**config.mk**
```make
export PLATFORM = sky130hd
export DESIGN_NAME = fmul_arbiter_flat
export DESIGN_NICKNAME = d
export VERILOG_FILES = /design/src/rtl/fmul_arbiter_if.sv /design/src/rtl/fmul_arbiter.sv /design/src/flat_wrapper.sv
export SDC_FILE = /design/constraint.sdc
export NUM_CORES = 1
export LEC_CHECK = 0
export CORE_AREA = 2 2 117 119
export CTS_CLUSTER_SIZE = 28
export DETAILED_ROUTE_END_ITERATION = 8
export DIE_AREA = 0 0 119 121
export DONT_BUFFER_PORTS = 1
export SETUP_SLACK_MARGIN = 0.05
export SLEW_MARGIN = 20
export SYNTH_ARGS = -nofsm -noshare
export SYNTH_HDL_FRONTEND = slang
export SYNTH_SLANG_ARGS = --single-unit
```
**constraint.sdc**
```tcl
create_clock -name clk -period 1.6 [get_ports clk]
set_input_delay 0.24 -clock clk [delete_from_list [all_inputs] [get_ports clk]]
set_output_delay 0.24 -clock clk [all_outputs]
set_load 0.005 [all_outputs]
```
**src/rtl/fmul_arbiter_if.sv**
```systemverilog
// Bundle between the FPU issue ports, the shared-multiplier arbiter and the fmul core.
// Requester side and multiplier side travel together so one port carries the whole datapath.
interface fmul_arbiter_if #(
  parameter int unsigned NUM_REQ = 2
);
  logic [NUM_REQ-1:0]    req_valid;
  logic [NUM_REQ-1:0]    req_ready;
  logic [32*NUM_REQ-1:0] req_x1;
  logic [32*NUM_REQ-1:0] req_x2;
  logic [NUM_REQ-1:0]    resp_valid;
  logic [NUM_REQ-1:0]    resp_ready;
  logic [31:0]           resp_y;
  logic [31:0]           mul_x1;
  logic [31:0]           mul_x2;
  logic                  mul_ready;
  logic                  mul_valid;
  logic [31:0]           mul_y;

  // Arbiter view.
  modport slave (
    input  req_valid, req_x1, req_x2, resp_ready, mul_valid, mul_y,
    output req_ready, resp_valid, resp_y, mul_x1, mul_x2, mul_ready
  );

  // Environment view: requesters plus the fmul core.
  modport master (
    output req_valid, req_x1, req_x2, resp_ready, mul_valid, mul_y,
    input  req_ready, resp_valid, resp_y, mul_x1, mul_x2, mul_ready
  );
endinterface

```
**src/rtl/fmul_arbiter.sv**
```systemverilog
// Round-robin arbiter/sequencer sharing one fmul between NUM_REQ requesters.
// Operands stay registered for the whole multiply; the product is held until the owner takes it.
module fmul_arbiter #(
  parameter int unsigned NUM_REQ = 2
) (
  input  logic          clk,
  input  logic          rst,
  fmul_arbiter_if.slave bus,
  output logic          busy
);
  localparam int unsigned LW = (NUM_REQ > 1) ? $clog2(NUM_REQ) : 1;

  typedef enum logic [1:0] {StIdle, StIssue, StWait, StResp} state_e;

  state_e          r_state, w_state_d;
  logic [LW-1:0]   r_last, w_last_d;
  logic [LW-1:0]   r_owner, w_owner_d;
  logic [31:0]     r_op1, w_op1_d;
  logic [31:0]     r_op2, w_op2_d;
  logic [31:0]     r_res, w_res_d;

  logic            w_found;
  logic [LW-1:0]   w_win;
  logic [LW-1:0]   w_idx;
  logic [31:0]     w_x1 [NUM_REQ];
  logic [31:0]     w_x2 [NUM_REQ];

  for (genvar g = 0; g < NUM_REQ; g++) begin : g_unpack
    assign w_x1[g] = bus.req_x1[32*g +: 32];
    assign w_x2[g] = bus.req_x2[32*g +: 32];
  end

  // First valid requester scanning upward from last+1, wrapping around.
  always_comb begin
    w_found = 1'b0;
    w_win   = '0;
    w_idx   = '0;
    for (int unsigned k = 1; k <= NUM_REQ; k++) begin
      w_idx = LW'((32'(r_last) + k) % NUM_REQ);
      if (!w_found && bus.req_valid[w_idx]) begin
        w_found = 1'b1;
        w_win   = w_idx;
      end
    end
  end

  always_comb begin
    w_state_d      = r_state;
    w_last_d       = r_last;
    w_owner_d      = r_owner;
    w_op1_d        = r_op1;
    w_op2_d        = r_op2;
    w_res_d        = r_res;
    bus.req_ready  = '0;
    bus.resp_valid = '0;
    bus.mul_ready  = 1'b0;
    unique case (r_state)
      StIdle: begin
        if (!rst && w_found) begin
          bus.req_ready = NUM_REQ'(1) << w_win;
          w_state_d     = StIssue;
          w_last_d      = w_win;
          w_owner_d     = w_win;
          w_op1_d       = w_x1[w_win];
          w_op2_d       = w_x2[w_win];
        end
      end
      StIssue: begin
        bus.mul_ready = 1'b1;
        w_state_d     = StWait;
      end
      StWait: begin
        if (bus.mul_valid) begin
          w_res_d   = bus.mul_y;
          w_state_d = StResp;
        end
      end
      StResp: begin
        bus.resp_valid = NUM_REQ'(1) << r_owner;
        if (bus.resp_ready[r_owner]) w_state_d = StIdle;
      end
      default: w_state_d = StIdle;
    endcase
  end

  always_ff @(posedge clk) begin
    if (rst) begin
      r_state <= StIdle;
      r_last  <= LW'(NUM_REQ - 1);
      r_owner <= '0;
      r_op1   <= '0;
      r_op2   <= '0;
      r_res   <= '0;
    end else begin
      r_state <= w_state_d;
      r_last  <= w_last_d;
      r_owner <= w_owner_d;
      r_op1   <= w_op1_d;
      r_op2   <= w_op2_d;
      r_res   <= w_res_d;
    end
  end

  // fmul evaluates its exponent path combinationally, so operands come straight from registers.
  assign bus.mul_x1 = r_op1;
  assign bus.mul_x2 = r_op2;
  assign bus.resp_y = r_res;
  assign busy       = (r_state != StIdle);
endmodule

```
**src/flat_wrapper.sv**
```systemverilog
// flat-port wrapper written by rule: the top's interface ports become plain ports
module fmul_arbiter_flat 
#(
  parameter int unsigned NUM_REQ = 2
)
  (clk, rst, busy, bus_req_valid, bus_req_x1, bus_req_x2, bus_resp_ready, bus_mul_valid, bus_mul_y, bus_req_ready, bus_resp_valid, bus_resp_y, bus_mul_x1, bus_mul_x2, bus_mul_ready);
  fmul_arbiter_if #(.NUM_REQ(NUM_REQ)) bus_i ();
  input  logic clk;
  input  logic rst;
  output logic busy;
  input wire logic [$bits(bus_i.req_valid)-1:0] bus_req_valid;
  input wire logic [$bits(bus_i.req_x1)-1:0] bus_req_x1;
  input wire logic [$bits(bus_i.req_x2)-1:0] bus_req_x2;
  input wire logic [$bits(bus_i.resp_ready)-1:0] bus_resp_ready;
  input wire logic [$bits(bus_i.mul_valid)-1:0] bus_mul_valid;
  input wire logic [$bits(bus_i.mul_y)-1:0] bus_mul_y;
  output wire logic [$bits(bus_i.req_ready)-1:0] bus_req_ready;
  output wire logic [$bits(bus_i.resp_valid)-1:0] bus_resp_valid;
  output wire logic [$bits(bus_i.resp_y)-1:0] bus_resp_y;
  output wire logic [$bits(bus_i.mul_x1)-1:0] bus_mul_x1;
  output wire logic [$bits(bus_i.mul_x2)-1:0] bus_mul_x2;
  output wire logic [$bits(bus_i.mul_ready)-1:0] bus_mul_ready;
  assign bus_i.req_valid = bus_req_valid;
  assign bus_i.req_x1 = bus_req_x1;
  assign bus_i.req_x2 = bus_req_x2;
  assign bus_i.resp_ready = bus_resp_ready;
  assign bus_i.mul_valid = bus_mul_valid;
  assign bus_i.mul_y = bus_mul_y;
  assign bus_req_ready = bus_i.req_ready;
  assign bus_resp_valid = bus_i.resp_valid;
  assign bus_resp_y = bus_i.resp_y;
  assign bus_mul_x1 = bus_i.mul_x1;
  assign bus_mul_x2 = bus_i.mul_x2;
  assign bus_mul_ready = bus_i.mul_ready;
  fmul_arbiter #(.NUM_REQ(NUM_REQ)) u_core (.clk(clk), .rst(rst), .bus(bus_i), .busy(busy));
endmodule
```
Word-level counts from Yosys, hierarchy flattened --
Index checks and enable logic that the tools add are counted.
Cells by class: equal/unequal tests 6, shifts and indexed selects 2, bitwise logic cells 1, $add $sub $neg 2, mux-type cells 24, reductions and logical operators 9, order comparisons 4
Operator list (number):
- 32-bit 2-to-1 mux | 6
- 2-bit 2-to-1 mux | 6
- 1-bit 2-to-1 mux | 11
- 2-bit one-hot mux with 4 select lines | 1
- 1-bit by 2-bit < comparator with 1-bit output (second input constant) | 3
- 2-bit == test (second input constant) | 2
- 2-bit by 1-bit != test with 1-bit output (second input constant) | 2
- 2-bit AND reduction | 2
- 1-bit by 1-bit left shift with 2-bit output (first input constant) | 2
- 3-bit AND reduction | 1
- 1-bit adder (second input constant) | 2
- 2-bit by 1-bit == test with 1-bit output (second input constant) | 1
- 2-bit greater-or-equal comparator (second input constant) | 1
- 1-bit logical AND | 2
- 1-bit zero test | 2
- 2-bit zero test | 1
- 2-bit != test (second input constant) | 1
- 1-bit inverter with 2-bit output | 1
- 2-bit nonzero test | 1
Storage, ports and cells: input port bits 167, register bits 100

Longest topological paths before layout --
depth after elaboration 11, gate-level depth with buffers 7, depth with buffers taken out 5

Worst setup path after synthesis --
No wires, ideal clock.
path kind register -> register, start point register u_core.r_state[0], end point register u_core.r_op1[20], in the netlist u_core.bus.mul_x1[20], stages on the path, launching flop included 7, clock period less this slack 1.463 ns, setup time 0.146 ns, setup slack 0.137 ns, arrival 1.317 ns, buffers on the path 1, path through dfxtp_1 inv_1 ha_1 inv_1 nor2_2 buf_2 a211oi_2
Between the ends: cells in the longest elaborated chain, start to end 2
RTL lines:
- start, declared | RTL line fmul_arbiter.sv:15 | state_e r_state, w_state_d;
- start signal, assigned | RTL line fmul_arbiter.sv:88 | r_state <= StIdle;
- start signal, assigned | RTL line fmul_arbiter.sv:95 | r_state <= w_state_d;
- 2-bit zero test | RTL line fmul_arbiter.sv:57 | unique case (r_state)
- 2-bit AND reduction (no source line)
- end signal, assigned | RTL line fmul_arbiter.sv:98 | r_op1 <= w_op1_d;
- end, declared | RTL line fmul_arbiter.sv:18 | logic [31:0] r_op1, w_op1_d;
No other way between the ends. A chain may end at the register's enable or synchronous reset.

Final worst setup path --
start point register u_core.r_last, end point output port bus_req_ready[0]
Between the ends: cells in the longest elaborated chain, start to end 10, elaborated cells between the ends (all ways) 16, classes of those cells add/sub: 2; shift: 1; mux: 10; reduce/logical: 3
RTL lines:
- start, declared | RTL line fmul_arbiter.sv:16 | logic [LW-1:0] r_last, w_last_d;
- start signal, assigned | RTL line fmul_arbiter.sv:89 | r_last <= LW'(NUM_REQ - 1);
- start signal, assigned | RTL line fmul_arbiter.sv:96 | r_last <= w_last_d;
- 1-bit adder | RTL line fmul_arbiter.sv:39 | w_idx = LW'((32'(r_last) + k) % NUM_REQ);
- 1-bit 2-to-1 mux (implied by the code) (2 in a row) | RTL line fmul_arbiter.sv:40 | if (!w_found && bus.req_valid[w_idx]) begin
- 1-bit 2-to-1 mux | RTL line fmul_arbiter.sv:40
- 1-bit zero test | RTL line fmul_arbiter.sv:40
- 1-bit logical AND | RTL line fmul_arbiter.sv:40
- 1-bit 2-to-1 mux | RTL line fmul_arbiter.sv:40
- 1-bit by 1-bit left shift with 2-bit output or 1-bit logical AND (tied branches) | RTL line fmul_arbiter.sv:60, fmul_arbiter.sv:59
- 2-bit 2-to-1 mux * | RTL line fmul_arbiter.sv:59 | if (!rst && w_found) begin
- 2-bit 2-to-1 mux * | RTL line fmul_arbiter.sv:57
- end, declared | RTL line flat_wrapper.sv:17 | output wire logic [$bits(bus_i.req_ready)-1:0] bus_req_ready;
Mark *: on every way between the ends. The rest lies on a longest branch, timed or not. The select of a mux whose other input is x is not followed.

==> results.cfg <==
[status]
outcome = finished, violations left
violations = hold timing

[detailed_routing]
routed-via-count = 3420
ant_nets = 0
avgRoutedWirePerCell_um = 19.0
via_per_inst = 5.43
drtIter0Drc = 136
wl_mm = 12.0
route.detailed.drc = 0
drt-pass1-iter-count = 4

[placement]
place_congestion = 0.723
port_buffers = 0
placed_area_mm2 = 0.00466
dpl.hpwl_mm = 8.33

[clock_tree]
htree_levels = 3
clk_pin_slew_worst_paths_ps = 70
cts_buffer_depth = 2
numCtsBuffers = 9
cts.sinks = 100
cts_tree = built
root_buffer = clkbuf_16
clk_latency_ps = 350

[worst_setup_path]
cp_top_family = flip-flops
critPathCaptureType = primary output
critPathKind = flop to primary output
cp_max_fo = 3
cp.required_ps = 1360
cpPeakStageDelay_ps = 390
cp_cell_sequence = a21boi_4, buf_12, buf_4, nor2_2
cp.buffers_inverters = 2
cp-start-kind = flop
crit_path_top_delay_cell = dfxtp_1
cp.arrival_ps = 1220

[logic_synthesis]
synthCells = 465
yosysSeqAreaShare_pct = 44.4
syn_area_mm2 = 0.00451
yosysWarnings = 0
syn_avg_cell_area_um2 = 9.69
syn_nets = 637
ys_types = 25
ys_ff_latch = 100

[final_layout]
drive_gt1_share_pct = 18.7
finalInstanceArea_mm2 = 0.00513
nFillCells = 1242
n_antenna_cell = 0
multi_input_area_mm2 = 0.00229
area_growth_pct = 13.8
register_area_mm2 = 0.00200
fin_nets = 621

[timing]
finalSetupViolCount = 0
rsz0062_at_grt = no
skew_ps = 6.81
slew_headroom_pct = 67.9
min_period_over_period_pct = 91.1
period_minus_slack_ps = 1460
maxSlewViolCount = 0
finalHoldViolCount = 20
worst_pin_slew_ps = 480
max_freq_mhz = 686
hold_slack_ps = -43.0
fin_tns_setup_ps = 0

[hold_path]
hold_path.class = input pin to flop

[power_and_ir_drop]
p_leak_nw = 1.75
ir_drop_v = 0.000624
p_per_area_mw_per_mm2 = 1610

[floorplan]
fp.dieH_um = 121
start_util_pct = 34.4
io_pins = 269
core.rowCount = 42
die_area_mm2 = 0.0144
coreArea_mm2 = 0.0131
die_w_um = 119

[global_routing]
gr-usage-all-layers_pct = 16.2
antenna_found_initial = 0
grt_start_max_net_pins = 105
grt_pass1_wl_mm = 18.1
grt-ovfl-total = 0
grt_pass1_vias = 3400

[flow_run]
drv_cap = 0
[final cells by class]
type	count	share of cell area, %
tap	176	4.29
sequential	100	39.1
timing repair buffer	18	5.10
clock buffer	9	4.39
inverter	5	0.366
multi-input combinational	315	44.7
clock inverter	7	2.10
[sequential cells by signal, summed over array words and instances (netlist names)]
| name | cells |
|---|---|
| u_core.bus.mul_x1 | 32 |
| u_core.bus.mul_x2 | 32 |
| u_core.bus.resp_y | 32 |
| u_core.r_state | 2 |
| u_core.r_last | 1 |
| u_core.r_owner | 1 |
[worst reg2reg max path, delay by kind of cell, from the launching register on]
kind | cells | cell delay [ps]
AO/OA/AOI/OAI | 1 | 340
buffers and inverters | 2 | 260
adder cells (fa/ha/maj) | 1 | 240
flip-flops | 1 | 370
multiplexers | 1 | 170
[cells in the final DEF (no fill, tap or decap), types with 2 or more instances in the layout]
cell type  count
inv_8          2
buf_12         5
mux2i_2        2
clkinv_4       2
o21bai_1       2
nand2b_1       3
and2_1         2
bufinv_16      2
a21oi_1       97
buf_4          7
clkbuf_16      9
dfxtp_2        2
dfxtp_1       98
mux2i_1       65
inv_1          2
nand2_1       66
inv_2          3
a211oi_1      25
a211oi_2      39
ha_1           4
buf_6          3
[through the flow]
stage	cells	setup WS [ps]	hold WS (ps)	util, %	power, mW
after floorplan	465	137	376	-	5.22
after global placement	608	176	319	35.6	5.69
after detailed placement	608	31.1	323	35.6	5.80
after CTS	628	15.9	-61.7	38.9	8.35
after global routing	630	58.8	-65.3	39.2	8.79
final	630	143	-43.0	39.2	8.27
[power by group]
part           total, mW  leakage [nW]  switching (mW)  internal (mW)
combinational       2.43         0.766            1.42           1.02
clock               2.41         0.160            1.01           1.40
sequential          3.43         0.821           0.421           3.01
total               8.27          1.75            2.85           5.42
[cell usage after synthesis (all sizes together)]
master | n | area, um2
nor2b | 1 | 6.26
nand2b | 3 | 18.8
nand3 | 1 | 5.00
and2 | 2 | 12.5
a211oi | 64 | 676
a211o | 1 | 8.76
buf | 23 | 149
a21boi | 1 | 11.3
o21bai | 2 | 15.0
inv | 5 | 18.8
ha | 5 | 62.6
o21ai | 1 | 5.00
a222oi | 1 | 10.0
mux2i | 67 | 671
nor2 | 2 | 10.0
clkbuf | 22 | 82.6
a21oi | 97 | 485
o21ba | 1 | 10.0
nand2 | 66 | 248
dfxtp | 100 | 2000
[repair_timing]
item | CTS | global route
endpoints found under the setup margin | 5 | 75
pin swaps | 2 | 1
gates resized for setup | 4 | 11
gates cloned | 2 | 0
setup buffers | 2 | 2
hold endpoints to repair | 98 | 63
[metal layers]
metal	GRT usage, %	vias up	wire length (um)	part of all wire [%]
li1	-	1648	-	-
met1	17.0	1582	4530	38
met2	28.9	175	6170	51
met3	5.36	15	1040	8.7
met4	7.89	0	264	2.2
met5	0	-	0	0
[cell families after synthesis]
family	Yosys count	share of synthesized area [%]
compound gates	168	27.1
flops	100	44.4
simple gates	75	6.66
mux	67	14.9
buf+inv	50	5.55
fa+ha+maj	5	1.39
[path summary, 6_finish.rpt]
check	startpoint	end	slack, ps	cells after the start
setup / recovery	u_core.r_last$_SDFFE_PP1P_	bus_req_ready[0]	140	4
hold / removal	rst	u_core.bus.resp_y[18]$_SDFFE_PP0P_	-40	1
setup reg to reg	u_core.r_state[0]$_SDFFE_PP0P_	u_core.r_state[0]$_SDFFE_PP0P_	140	5
hold reg to reg	u_core.bus.resp_y[11]$_SDFFE_PP0P_	u_core.bus.resp_y[11]$_SDFFE_PP0P_	480	2
(Power assumes the default switching activity.)
